## src/rtl/instr_fetch_unit_if.sv

```systemverilog
// Memory read port of the instruction fetch unit: a req/ready handshake with wait states.
// The fetch unit is the master; the instruction memory is the slave.
interface instr_fetch_unit_if #(
  parameter int unsigned ADDR_W = 16
);

  logic              mem_req;
  logic [ADDR_W-1:0] mem_addr;
  logic              mem_ready;
  logic [31:0]       mem_rdata;

  modport master (
    output mem_req,
    output mem_addr,
    input  mem_ready,
    input  mem_rdata
  );

  modport slave (
    input  mem_req,
    input  mem_addr,
    output mem_ready,
    output mem_rdata
  );

endinterface

```

## src/rtl/instr_fetch_unit.sv

```systemverilog
// Instruction fetch stage: one-entry tagged buffer in front of a req/ready memory port.
// Stalls the datapath while a fetch is outstanding; flags misaligned pc and fetch timeouts.
module instr_fetch_unit #(
  parameter int unsigned ADDR_W    = 16,
  parameter int unsigned TIMEOUT   = 16,
  parameter logic [31:0] NOP_INSTR = 32'h0000_0013
) (
  input  logic                clk,
  input  logic                rst,
  input  logic [ADDR_W-1:0]   pc,
  input  logic                flush,
  input  logic                trap_ack,
  output logic [31:0]         instr,
  output logic                instr_valid,
  output logic                stall,
  output logic                fetch_misaligned,
  output logic                fetch_fault,
  instr_fetch_unit_if.master  mem
);

  typedef enum logic [1:0] {
    StIdle,
    StWait,
    StFault
  } state_e;

  localparam logic [7:0] LastWait = 8'(TIMEOUT - 1);

  state_e              state_q;
  logic                buf_valid_q;
  logic [ADDR_W-1:0]   buf_addr_q;
  logic [31:0]         buf_data_q;
  logic [ADDR_W-1:0]   req_addr_q;
  logic [7:0]          wait_cnt_q;
  logic                mem_req_q;
  logic [ADDR_W-1:0]   mem_addr_q;
  logic                fetch_fault_q;
  logic                hit;

  // flush masks the buffer in the same cycle so a stale word is never issued
  assign hit              = buf_valid_q && (buf_addr_q == pc) && !flush;
  assign fetch_misaligned = (pc[1:0] != 2'b00);

  always_comb begin
    instr       = hit ? buf_data_q : NOP_INSTR;
    instr_valid = hit;
    stall       = !hit || fetch_misaligned || fetch_fault_q;
    fetch_fault = fetch_fault_q;
  end

  assign mem.mem_req  = mem_req_q;
  assign mem.mem_addr = mem_addr_q;

  always_ff @(posedge clk or posedge rst) begin
    if (rst) begin
      state_q       <= StIdle;
      buf_valid_q   <= 1'b0;
      buf_addr_q    <= '0;
      buf_data_q    <= NOP_INSTR;
      req_addr_q    <= '0;
      wait_cnt_q    <= '0;
      mem_req_q     <= 1'b0;
      mem_addr_q    <= '0;
      fetch_fault_q <= 1'b0;
    end else begin
      if (flush) begin
        buf_valid_q <= 1'b0;
      end
      unique case (state_q)
        StIdle: begin
          if (!hit && !fetch_misaligned && !flush) begin
            req_addr_q <= pc;
            mem_addr_q <= pc;
            mem_req_q  <= 1'b1;
            wait_cnt_q <= '0;
            state_q    <= StWait;
          end
        end
        StWait: begin
          // Address stays put until completion even if pc is redirected meanwhile
          if (mem.mem_ready) begin
            buf_addr_q  <= req_addr_q;
            buf_data_q  <= mem.mem_rdata;
            buf_valid_q <= !flush;
            mem_req_q   <= 1'b0;
            state_q     <= StIdle;
          end else if (wait_cnt_q == LastWait) begin
            mem_req_q     <= 1'b0;
            buf_valid_q   <= 1'b0;
            fetch_fault_q <= 1'b1;
            state_q       <= StFault;
          end else begin
            wait_cnt_q <= wait_cnt_q + 8'd1;
          end
        end
        StFault: begin
          if (trap_ack) begin
            fetch_fault_q <= 1'b0;
            state_q       <= StIdle;
          end
        end
        default: begin
          state_q   <= StIdle;
          mem_req_q <= 1'b0;
        end
      endcase
    end
  end

endmodule

```

## src/flat_wrapper.sv

```systemverilog
// flat-port wrapper written by rule: the top's interface ports become plain ports
module instr_fetch_unit_flat 
#(
  parameter int unsigned ADDR_W    = 16,
  parameter int unsigned TIMEOUT   = 16,
  parameter logic [31:0] NOP_INSTR = 32'h0000_0013
)
  (clk, rst, pc, flush, trap_ack, instr, instr_valid, stall, fetch_misaligned, fetch_fault, mem_mem_req, mem_mem_addr, mem_mem_ready, mem_mem_rdata);
  instr_fetch_unit_if #(.ADDR_W(ADDR_W)) mem_i ();
  input  logic clk;
  input  logic rst;
  input  logic [ADDR_W-1:0] pc;
  input  logic flush;
  input  logic trap_ack;
  output logic [31:0] instr;
  output logic instr_valid;
  output logic stall;
  output logic fetch_misaligned;
  output logic fetch_fault;
  output wire logic [$bits(mem_i.mem_req)-1:0] mem_mem_req;
  output wire logic [$bits(mem_i.mem_addr)-1:0] mem_mem_addr;
  input wire logic [$bits(mem_i.mem_ready)-1:0] mem_mem_ready;
  input wire logic [$bits(mem_i.mem_rdata)-1:0] mem_mem_rdata;
  assign mem_mem_req = mem_i.mem_req;
  assign mem_mem_addr = mem_i.mem_addr;
  assign mem_i.mem_ready = mem_mem_ready;
  assign mem_i.mem_rdata = mem_mem_rdata;
  instr_fetch_unit #(.ADDR_W(ADDR_W), .TIMEOUT(TIMEOUT), .NOP_INSTR(NOP_INSTR)) u_core (.clk(clk), .rst(rst), .pc(pc), .flush(flush), .trap_ack(trap_ack), .instr(instr), .instr_valid(instr_valid), .stall(stall), .fetch_misaligned(fetch_misaligned), .fetch_fault(fetch_fault), .mem(mem_i));
endmodule
```

## config.mk

```make
export PLATFORM = sky130hd
export DESIGN_NAME = instr_fetch_unit_flat
export DESIGN_NICKNAME = d
export VERILOG_FILES = /design/src/rtl/instr_fetch_unit_if.sv /design/src/rtl/instr_fetch_unit.sv /design/src/flat_wrapper.sv
export SDC_FILE = /design/constraint.sdc
export NUM_CORES = 1
export LEC_CHECK = 0
export BUFFER_PORTS_ARGS = -buffer_cell sky130_fd_sc_hd__buf_2
export CAP_MARGIN = 20
export CORE_MARGIN = 10
export CORE_UTILIZATION = 51
export DETAILED_ROUTE_END_ITERATION = 6
export PLACE_DENSITY = 0.79
export SYNTH_ARGS = -nofsm -noshare
export SYNTH_HDL_FRONTEND = slang
export SYNTH_SLANG_ARGS = --single-unit
export TNS_END_PERCENT = 20
```

## constraint.sdc

```tcl
create_clock -name clk -period 3.1 [get_ports clk]
set_clock_uncertainty 0.15 [all_clocks]
set_input_delay 0.31 -clock clk [delete_from_list [all_inputs] [get_ports clk]]
set_output_delay 0.31 -clock clk [all_outputs]
set_load 0.02 [all_outputs]
```

-- Word-level counts from Yosys, hierarchy flattened
Cells that the tools add are included.
- word-level logic and storage cells: 61
- bits in registers: 77
- reductions and logical operators: 19
- equality and inequality tests: 10
- add/subtract/negate cells: 1
- multiplexer cells: 22
- bitwise gates (word level): 1
- operator list (cell ; number):
    32-bit two-way mux ; 1
    8-bit two-way mux ; 3
    16-bit equality test ; 1
    8-bit case mux with 2 select lines ; 1
    1-bit two-way mux ; 10
    8-bit by 1-bit adder with 8-bit output (second input constant) ; 1
    8-bit by 4-bit equality test with 1-bit output (second input constant) ; 1
    2-bit two-way mux ; 4
    4-bit AND reduction ; 2
    2-bit inequality test (second input constant) ; 3
    2-bit case mux with 3 select lines ; 1
    3-bit AND reduction ; 2
    2-bit nonzero test ; 3
    1-bit logical AND ; 4
    2-bit by 1-bit inequality test with 1-bit output (second input constant) ; 2
    2-bit AND reduction ; 2
    1-bit logical NOT ; 3
    3-bit by 2-bit inequality test with 1-bit output (second input constant) ; 1
    1-bit case mux with 3 select lines ; 1
    2-bit by 1-bit equality test with 1-bit output (second input constant) ; 1
    2-bit equality test (second input constant) ; 1
    2-bit logical NOT ; 1
    1-bit logical OR ; 2
    1-bit case mux with 2 select lines ; 1
    1-bit NOT ; 1

-- Longest topological paths before layout
- depth in word-level cells: 8
- depth in mapped cells: 6
- depth with buffers taken out: 6

-- Least setup slack after synthesis
OpenSTA, ideal clock, no wires.
- kind: register to output
- start point: register u_core.buf_addr_q[2]
- end point: output port instr[23]
- cell stages (with the launch flop): 7
- path buffers: 1
- path slack: 824 ps
- data arrival time: 1816 ps
- data required time: 2640 ps
- cells stage by stage: dfrtp_1 -> xnor2_1 -> nand4_1 -> nor4b_4 -> nor4b_4 -> buf_4 -> and2_1
- word-level cells in the longest chain between the ends: 4
- ends and longest elaborated chain (element ; RTL line ; RTL):
    from (decl) ; instr_fetch_unit.sv:31 ; logic [ADDR_W-1:0] buf_addr_q;
    from (signal assigned) ; instr_fetch_unit.sv:82 ; buf_addr_q <= req_addr_q;
    16-bit equality test ; instr_fetch_unit.sv:41 ; assign hit = buf_valid_q && (buf_addr_q == pc) && !flush;
    1-bit logical AND (2 in a row) ; instr_fetch_unit.sv:41 ;
    named net instr_valid ; flat_wrapper.sv:16 ; output logic instr_valid;
    32-bit two-way mux ; instr_fetch_unit.sv:45 ; instr = hit ? buf_data_q : NOP_INSTR;
    to (decl) ; flat_wrapper.sv:15 ; output logic [31:0] instr;
The timed path passes the listed nets, and every way through them passes these cells.

-- Worst setup path in the final report
- start point: register u_core.buf_addr_q[0]
- end point: output port instr[1]
- word-level cells in the longest chain between the ends: 4
- ends and longest elaborated chain (element ; RTL line):
    16-bit equality test ; instr_fetch_unit.sv:41
    1-bit logical AND (2 in a row) ; instr_fetch_unit.sv:41
    32-bit two-way mux ; instr_fetch_unit.sv:45
No other way between the ends.

==> metrics.md <==
| Metric | Value |
|---|---|
| Cell area after synthesis | between 3000 and 4000 um2 |
| Final TNS setup | 0 ps |
| Dpl ws | around 530 ps |
| WL per Instance | ~17 um |
| Max-slew headroom | 0.473 |
| RSZ-0062 raised after global routing | false |
| Post-route DRC | 0 |
| Critical path capture point type | primary output |
| Post-synth top area share | 0.531 |
| Final setup fails | 0 |
| Avg Cell Area, Syn | approximately 13 um2 |
| #FFs+latches synth | 77 |
| Period utilisation layout | 0.931 |
| Via count | between 2k and 2.5k |
| EDFF count, synth | 0 |
| Register area | just under 2000 um2 |
| FILL cells | between 500 and 600 |
| Vias in the first global route | 2594 |
| Initial antenna violation count | 0 |
| Dominant synthesized flop cell | dfrtp_1 |
| Status | finished clean |
| Post-CTS sizing | 0 |
| H-tree levels | 3 |
| DR pass1 iterations | 4 |
| Top cells by area, synth | dfrtp_1 53%, mux2_2 20%, and2_1 5.6%, xnor2_1 4.0%, dfstp_2 2.3% |
| Clk slew on worst S/H paths | about 80 ps |
| Tmin final | about 2900 ps |
| Yosys cell types | 36 |
| Worst setup SP type | register |
| Die Area | ~11000 um2 |
| Die height | roughly 100 um |
| Most frequent cell after synthesis | dfrtp_1 |
| Syn nets | roughly 330 |
| Row cnt | 30 |
| Area of the multi-input gates | roughly 1500 um2 |
| Seq/Total Area, Yosys | 0.554 |
| First-pass GRT wire length | between 10000 and 15000 um |
| GRT Total Usage | 0.152 |
| CTS Root Cell | clkbuf_8 |
| Final wirelength | 7790 um |
| Critical Path RT | around 2600 ps |
| Detail Placement HPWL | 5920 um |
| Max-cap violations | 0 |
| Design Area, Final | roughly 4300 um2 |
| Initial Util | 0.519 |
| Least-Margin Pin Slew | about 790 ps |
| Post-CTS setup buffer count | 0 |
| Horiz. Die Dim | 103 um |
| CTS Buf Count | 9 |
| Layout cell share with drive strength beyond 1 | 0.517 |
| Max-slew violation count | 0 |
| Max VDD drop | ~0.44 mV |
| Iter 0 DRT Violations | 72 |
| Fin nets | 436 |
| # hold bufs at CTS | 1 |
| Ports | around 110 |
| PnR worst setup slack | 215 ps |
| Drt via density | about 5.2 |
| Crit Path Class | register to primary output |
| Top post-synthesis cells by count | 74 x dfrtp_1, 62 x mux2_2, 31 x and2_1 |
| TritonCTS clock tree | built |
| GP Congestion | around 0.8 |
| Clk_lat worst skew | 340 ps |
| Global route overflow | 0 |
| Worst-path maximum fanout | 34 |
| Final hold viol count | 0 |
| Syn Inst Count | 271 |
| Async SR Flop Fraction | 1.00 |
| Worst path arrival time | roughly 2400 ps |
| Core ar. | between 6000 and 7000 um2 |
| Worst min path class | input pin to register |
| Synth area leader | dfrtp_1 |
| Maximum clock insertion buffer count | 2 |
| Area Overhead vs Synth | 23.1% |
| Largest net degree at the start of global routing | 36 |
| Power Density | about 640 nW/um2 |
| Leakage | approximately 2.1 nW |
| FF-to-FF setup slack | approximately 680 ps |
| Final ANT Viol Nets | 0 |
| Yosys warns | 0 |
| Post-DP Area | around 4100 um2 |
| N_diodes | 0 |
| Clock Sinks | just under 80 |
| FMAX | between 300 and 400 MHz |
| IO Port Bufs | about 110 |
[registers in the layout, summed over array words and instances (netlist names)]
name,cells
u_core.mem.mem_req,1
u_core.buf_valid_q,1
u_core.fetch_fault,1
u_core.buf_data_q,32
u_core.req_addr_q,16
u_core.buf_addr_q,16
u_core.wait_cnt_q,8
u_core.state_q,2
[cell families (layout without fill, tap and decap cells)]
logic type,Yosys count,in the layout,share of synthesized area
compound gates,24,24,0.0466
xor+xnor,17,17,0.0427
fa+ha+maj,1,1,0.00359
buf+inv,13,129,0.0183
flops,77,77,0.554
mux,62,62,0.200
simple gates,77,77,0.135
[metal layers]
metal	vias to the layer above	GRT usage	wire (um)
met5	-	0	0
met4	0	0.0488	69
met3	5	0.0657	784
met2	82	0.252	3750
met1	1179	0.172	3190
li1	1173	-	-
[area by class of cell]
cell class	instances	area share
Clock buffer	11	0.0329
Clock inverter	5	0.0117
Inverter	3	0.00262
Multi-Input combinational cell	181	0.348
Sequential cell	77	0.450
Tap cell	80	0.0233
Timing Repair Buffer	110	0.132
[critical path, stage by stage (launching register included)]
cell and delay [ps]:
dfrtp_1 400, xnor2_1 190, nand4_1 160, nor4b_4 370, nor4b_4 250, buf_4 300, or2b_1 250, buf_2 150
[layout by cell type, fill, tap and decap left out, drive strengths merged, types with 2 or more instances in the layout]
cell type / count
a21o: 4
a21oi: 8
a31o: 4
a41oi: 2
and2: 31
and3: 4
buf: 109
clkbuf: 11
clkinv: 4
dfrtp: 74
dfstp: 3
inv: 3
mux2: 62
nand2: 10
nand2b: 3
nand3: 4
nand4: 3
nor2: 8
nor3: 6
nor4b: 2
o21ai: 3
xnor2: 16
[worst paths after layout]
path                                                    from                                end  cells after the start
setup / recovery            u_core.buf_addr_q[0]$_DFFE_PP0P_                           instr[1]                      7
hold / removal                              mem_mem_rdata[5]   u_core.buf_data_q[5]$_DFFE_PP0P_                      2
setup reg to reg            u_core.buf_addr_q[3]$_DFFE_PP0P_  u_core.req_addr_q[10]$_DFFE_PP0P_                      5
hold reg to reg            u_core.buf_data_q[12]$_DFFE_PP0P_  u_core.buf_data_q[12]$_DFFE_PP0P_                      1
max in group asynchronous                                rst   u_core.buf_data_q[0]$_DFFE_PP1P_                      4
min in group asynchronous                                rst  u_core.buf_data_q[27]$_DFFE_PP0P_                      3
[power by group]
group / internal (mW) / switching [mW] / total, mW
Combinational: 0.333 / 0.265 / 0.598
Sequential: 1.28 / 0.155 / 1.43
Clock: 0.389 / 0.341 / 0.730
Total: 2.00 / 0.761 / 2.76
[per-stage QoR]
stage / util / hold WS, ps / power (mW) / instances
after floorplan: - / 223 / 1.86 / 271
after global placement: 0.609 / 286 / 2.01 / 450
after detailed placement: 0.609 / 292 / 2.06 / 450
after CTS: 0.639 / 30.5 / 2.80 / 467
after global routing: 0.639 / 31.6 / 2.94 / 467
final: 0.639 / 45.8 / 2.76 / 467
(Power assumes the default switching activity.)
